**config.mk**
```make
export PLATFORM = sky130hd
export DESIGN_NAME = mmss_time_keeper
export DESIGN_NICKNAME = d
export VERILOG_FILES = /design/src/rtl/stopwatch_pkg.sv /design/src/rtl/tick_divider.sv /design/src/rtl/mmss_time_keeper.sv
export SDC_FILE = /design/constraint.sdc
export NUM_CORES = 1
export LEC_CHECK = 0
export ABC_AREA = 1
export BUFFER_PORTS_ARGS = -buffer_cell sky130_fd_sc_hd__clkbuf_2
export CAP_MARGIN = 40
export CORE_MARGIN = 2
export CORE_UTILIZATION = 54
export CTS_CLUSTER_DIAMETER = 100
export DETAILED_ROUTE_END_ITERATION = 7
export GPL_TIMING_DRIVEN = 0
export PLACE_DENSITY_LB_ADDON = 0.08
export SLEW_MARGIN = 40
export SYNTH_ARGS = -nofsm -noshare
export SYNTH_HDL_FRONTEND = slang
export SYNTH_SLANG_ARGS = --single-unit
```
**constraint.sdc**
```tcl
create_clock -name clk -period 3.91 [get_ports clk]
set_input_delay 0.5865 -clock clk [delete_from_list [all_inputs] [get_ports clk]]
set_output_delay 0.5865 -clock clk [all_outputs]
set_load 0.01 [all_outputs]
```
**src/rtl/stopwatch_pkg.sv**
```systemverilog
// Shared types and helpers for the MM:SS stopwatch: FSM state encoding,
// BCD digit limits, divider counter sizing and BCD pair increment.
package stopwatch_pkg;

  typedef enum logic [1:0] {
    PAUSED = 2'd0,
    RUN    = 2'd1,
    ADJUST = 2'd2
  } state_t;

  localparam logic [3:0] TENS_MAX  = 4'd5;
  localparam logic [3:0] UNITS_MAX = 4'd9;

  typedef struct packed {
    logic [3:0] tens;
    logic [3:0] units;
  } bcd_pair_t;

  // Counter width able to hold 0..period-1, never narrower than one bit.
  function automatic int cnt_width(input int unsigned period);
    return (period <= 1) ? 1 : $clog2(period);
  endfunction

  // 00..59 increment with wrap; the >= compares keep an illegal value from sticking.
  function automatic bcd_pair_t bcd_inc(input bcd_pair_t v);
    bcd_pair_t r;
    r = v;
    if (v.units >= UNITS_MAX) begin
      r.units = 4'd0;
      r.tens  = (v.tens >= TENS_MAX) ? 4'd0 : v.tens + 4'd1;
    end else begin
      r.units = v.units + 4'd1;
    end
    return r;
  endfunction

  function automatic logic bcd_is_max(input bcd_pair_t v);
    return (v.tens == TENS_MAX) && (v.units == UNITS_MAX);
  endfunction

endpackage

```
**src/rtl/tick_divider.sv**
```systemverilog
// Free-running clock divider producing a one-cycle tick every CLK_HZ/TICK_HZ
// enabled cycles; holds its count while disabled and restarts on clr.
module tick_divider
  import stopwatch_pkg::*;
#(
  parameter int unsigned CLK_HZ  = 100_000_000,
  parameter int unsigned TICK_HZ = 1
) (
  input  logic clk,
  input  logic reset,
  input  logic en,
  input  logic clr,
  output logic tick
);

  localparam int unsigned PERIOD = (TICK_HZ == 0 || CLK_HZ < TICK_HZ) ? 1 : CLK_HZ / TICK_HZ;
  localparam int          W      = cnt_width(PERIOD);
  localparam logic [W-1:0] LAST  = W'(PERIOD - 1);

  logic [W-1:0] cnt;

  assign tick = en && (cnt == LAST);

  // NOTE: sequential state uses <= so every register samples pre-edge values,
  // independent of the order statements or blocks are evaluated in.
  always_ff @(posedge clk or posedge reset) begin
    if (reset) begin
      cnt <= '0;
    end else if (clr) begin
      cnt <= '0;
    end else if (en) begin
      cnt <= (cnt == LAST) ? '0 : cnt + W'(1);
    end
  end

endmodule

```
**src/rtl/mmss_time_keeper.sv**
```systemverilog
// Stopwatch core: run/pause/adjust FSM, MM:SS BCD counters and the adjust
// blink mask, all registered, fed from three tick dividers.
module mmss_time_keeper
  import stopwatch_pkg::*;
#(
  parameter int unsigned CLK_HZ   = 100_000_000,
  parameter int unsigned COUNT_HZ = 1,
  parameter int unsigned ADJ_HZ   = 2,
  parameter int unsigned BLINK_HZ = 4
) (
  input  logic       clk,
  input  logic       reset,
  input  logic       pause,
  input  logic       sel,
  input  logic       adj,
  output logic [3:0] minutes_tens,
  output logic [3:0] minutes_units,
  output logic [3:0] seconds_tens,
  output logic [3:0] seconds_units,
  output logic       running,
  output logic [3:0] blink_mask
);

  state_t    state, state_nxt;
  bcd_pair_t mins, secs;
  logic      pause_q, pause_rise, enter_adjust;
  logic      blink_phase, blink_phase_nxt;
  logic      count_tick, adj_tick, blink_tick;

  tick_divider #(.CLK_HZ(CLK_HZ), .TICK_HZ(COUNT_HZ)) u_count_div (
    .clk(clk), .reset(reset), .en(state == RUN), .clr(enter_adjust), .tick(count_tick)
  );

  tick_divider #(.CLK_HZ(CLK_HZ), .TICK_HZ(ADJ_HZ)) u_adj_div (
    .clk(clk), .reset(reset), .en(state == ADJUST), .clr(enter_adjust), .tick(adj_tick)
  );

  tick_divider #(.CLK_HZ(CLK_HZ), .TICK_HZ(BLINK_HZ)) u_blink_div (
    .clk(clk), .reset(reset), .en(state == ADJUST), .clr(enter_adjust), .tick(blink_tick)
  );

  // NOTE: every signal assigned here gets a default first, so no path leaves
  // it unassigned and no latch is inferred.
  always_comb begin
    pause_rise      = pause & ~pause_q;
    enter_adjust    = adj && (state != ADJUST);
    state_nxt       = state;
    blink_phase_nxt = blink_phase;

    case (state)
      PAUSED, RUN: begin
        if (adj)             state_nxt = ADJUST;
        else if (pause_rise) state_nxt = (state == RUN) ? PAUSED : RUN;
      end
      ADJUST:  if (!adj) state_nxt = PAUSED;
      default: state_nxt = PAUSED;
    endcase

    if (state_nxt != ADJUST || enter_adjust) blink_phase_nxt = 1'b0;
    else if (blink_tick)                     blink_phase_nxt = ~blink_phase;
  end

  always_ff @(posedge clk or posedge reset) begin
    if (reset) begin
      state       <= PAUSED;
      pause_q     <= 1'b1;  // a button held through reset must not read as a press
      mins        <= '0;
      secs        <= '0;
      running     <= 1'b0;
      blink_phase <= 1'b0;
      blink_mask  <= 4'b0000;
    end else begin
      state       <= state_nxt;
      pause_q     <= pause;
      running     <= (state_nxt == RUN);
      blink_phase <= blink_phase_nxt;

      if (state_nxt == ADJUST && blink_phase_nxt) blink_mask <= sel ? 4'b0011 : 4'b1100;
      else                                        blink_mask <= 4'b0000;

      case (state)
        RUN: begin
          if (count_tick) begin
            secs <= bcd_inc(secs);
            if (bcd_is_max(secs)) mins <= bcd_inc(mins);
          end
        end
        ADJUST: begin
          if (adj_tick) begin
            if (sel) secs <= bcd_inc(secs);
            else     mins <= bcd_inc(mins);
          end
        end
        default: ;
      endcase
    end
  end

  assign minutes_tens  = mins.tens;
  assign minutes_units = mins.units;
  assign seconds_tens  = secs.tens;
  assign seconds_units = secs.units;

endmodule

```
==> results.yml <==
status:
  status: "completed"
sta:
  hold_viol_final: 0
  slew_headroom_pct: 62.27
  fin_setup_tns_ns: 0
  period_needed_ns: 1.989
  rsz0062_at_grt: "no"
  slew_violations: 0
  tightest_slew_ns: 0.5659
  finalSetupViolations: 0
  fin_crit_sh_pct: 50.86
  fin_skew_ns: 0.01218
  fin_ws_ns: 1.921
  fmax_mhz: 502.8
placement:
  port_buffers: 25
  dp_slack_ns: 1.967
  gp_congestion: 0.8833
  place_area_mm2: 0.006583
  dp_hpwl_um: 10440
  dpl.cell_count: 1038
clocking:
  clk_pin_slew_worst_paths_ns: 0.08
  post-cts-setup-buffer-count: 0
  clockBufferDepth: 2
  htreeDepth: 3
  clkLatencyLatePin_ns: 0.36
  ctsHoldBuffers: 0
  cts_tree: "yes"
  cts_root_buf: "clkbuf_16"
  cts.sinks: 101
  cts_buffers: 9
  cts_resized: 0
route:
  drc: 0
  dr_total_vias: 5654
  antenna_left: 0
  drt_iter0_drc: 362
  routed_wl_um: 14290
  drt_first_pass_iters: 7
  via_per_inst: 5.364
  wl_per_cell_um: 13.56
die:
  start_util_pct: 54.91
  num_rows: 39
  io_pins: 26
  fp.dieW_um: 111.5
  coreArea_mm2: 0.01137
  die-area_mm2: 0.01244
  fp.dieH_um: 111.5
layout:
  fin_area_mm2: 0.006875
  layout_commonest_cell: "nand2_1"
  n_antenna_cell: 0
  final_nets: 926
  fin_cells: 1054
  drive_above_1_share_pct: 9.660
  layout_common_cells: "nand2_1, inv_1, nor2_1"
  area_growth_pct: 10.12
synthesis:
  synth_nets: 889
  ys_seq_area_share_pct: 40.50
  yosysWarningCount: 0
  syn-instance-count: 869
  ys_ff_latch: 101
  ys_top_cells_by_area: "dfrtp_1, nand2_1, inv_1, nor2_1, nand3_1"
  avgSynthCellArea_um2: 7.185
  synth_top_cell_area_share_pct: 40.08
  synth_top_cell_by_area: "dfrtp_1"
  synthDistinctLibCells: 35
  syn-cell-area_mm2: 0.006243
critical_path:
  cp.arrival_ns: 2.24
  cp-end-kind: "register"
  crit_path_max_fanout: 5
  cp.required_ns: 4.16
  start_kind: "register"
  crit_type: "reg2reg"
run:
  drv_cap: 0
global_routing:
  grt_pass1_wl_um: 25140
  grtUsageMet3_pct: 5.389
  grt_pass1_vias: 5336
  antenna_found_initial: 0
  overflow: 0
  busiest_layer: "met2"
  gr-usage-met1_pct: 33.83
  grt_use_met2_pct: 39.84
  grt_util_all_layers_pct: 24.45
  grt_start_max_net_pins: 79
power:
  seqPwrFrac_pct: 46.9
  powerDensity_mw_per_mm2: 372.4
  combPwrFrac_pct: 17.6
  clkPwrFrac_pct: 35.4
  intPower_w: 0.001782
  leakagePower_nw: 3.034
  peakVddDrop_uv: 363.9
  switchingPower_w: 0.0007778
  p_sw_share_pct: 30.38
min_path:
  min_path_type: "in2async"
cells by family after synthesis:
logic type      count (synthesis)  share of synthesized area (%)
compound gates                108                          9.459
xor+xnor                       35                          4.910
fa+ha+maj                      15                          3.006
buf+inv                       141                          8.958
flops                         101                          40.50
simple gates                  469                          33.17
path summary, 6_finish.rpt:
kind,start,endpoint,slack [ns],cells past startpoint
max in group asynchronous,reset,pause_q$_DFF_PP1_,3.11,3
setup / recovery,u_count_div.cnt[0]$_DFFE_PP0P_,u_count_div.cnt[26]$_DFFE_PP0P_,1.92,10
hold / removal,reset,u_adj_div.cnt[20]$_DFFE_PP0P_,0.17,2
hold reg to reg,minutes_tens[3]$_DFFE_PP0P_,minutes_tens[3]$_DFFE_PP0P_,0.51,2
min in group clk,pause,pause_q$_DFF_PP1_,0.32,1
setup reg to reg,u_count_div.cnt[0]$_DFFE_PP0P_,u_count_div.cnt[26]$_DFFE_PP0P_,1.92,10
per-stage QoR:
step / power, W / hold WS [ns] / utilization, %
after CTS: 0.002589 / 0.1602 / 60.47
after global routing: 0.002713 / 0.1704 / 60.47
after floorplan: 0.001524 / 0.4710 / -
after detailed placement: 0.001675 / 0.5023 / 57.90
after global placement: 0.001647 / 0.4898 / 57.59
final: 0.002560 / 0.1668 / 60.47
power groups by stage:
stage,Combinational (W),Clock [W],Sequential (W)
floorplan,0.000297,0,0.00123
global placement,0.000429,0,0.00122
detailed placement,0.000454,0,0.00122
CTS,0.000457,0.000931,0.00120
global route,0.000521,0.000977,0.00122
finish,0.000452,0.000907,0.00120
critical path: stages, from the launching register on:
cell     delay [ns]
dfrtp_1        0.41
ha_1           0.20
nand2_1        0.13
nor2_1         0.32
nand3_1        0.16
nor2_1         0.27
nand2_1        0.12
nor2_1         0.12
nand2_1        0.06
nand2_1        0.06
nand2_1        0.05
final cells by class:
cell class / instances / area (µm²)
fillers: 1065 / 4494
multi-input cells: 627 / 3156
flip-flops and latches: 101 / 2529
inverters: 126 / 480.5
clock buffers: 10 / 229.0
well taps: 143 / 178.9
repair buffers: 26 / 152.6
plain buffers: 15 / 86.33
clock inverters: 6 / 63.81
sequential cells by signal, summed over array words and instances, names as in the netlist:
register         flops
running              1
state                2
blink_phase          1
minutes_tens         4
u_blink_div.cnt     25
pause_q              1
u_count_div.cnt     27
minutes_units        4
blink_mask           2
seconds_tens         4
u_adj_div.cnt       26
seconds_units        4
layer usage:
metal,up-vias,part of all wire (%)
met2,119,47
met5,-,0
met4,0,1.4
met3,15,4.0
li1,2863,-
met1,2657,47
synthesized netlist by cell type:
| cell type | count |
|---|---|
| nand3_1 | 66 |
| nor2_2 | 6 |
| nand2_2 | 5 |
| nor2_4 | 7 |
| inv_2 | 5 |
| o211ai_1 | 2 |
| xnor2_1 | 6 |
| buf_6 | 1 |
| nand2_4 | 3 |
| dfrtp_1 | 100 |
| dfstp_2 | 1 |
| clkbuf_1 | 2 |
| nand4_1 | 26 |
| nor2_1 | 103 |
| buf_4 | 3 |
| nand3b_1 | 1 |
| nor3b_1 | 1 |
| o21bai_1 | 1 |
| xor2_1 | 29 |
| nor4_1 | 2 |
| ha_1 | 15 |
| a21oi_2 | 1 |
| nor3_4 | 1 |
| a31oi_2 | 1 |
| o21ai_1 | 8 |
| o21ai_0 | 48 |
| or2_2 | 1 |
| o22ai_1 | 25 |
| a21oi_1 | 22 |
| inv_1 | 121 |
| nand3_2 | 1 |
| nor3_1 | 16 |
| nand2_1 | 229 |
| buf_2 | 9 |
| nor3_2 | 1 |
(Power assumes the default switching activity.)
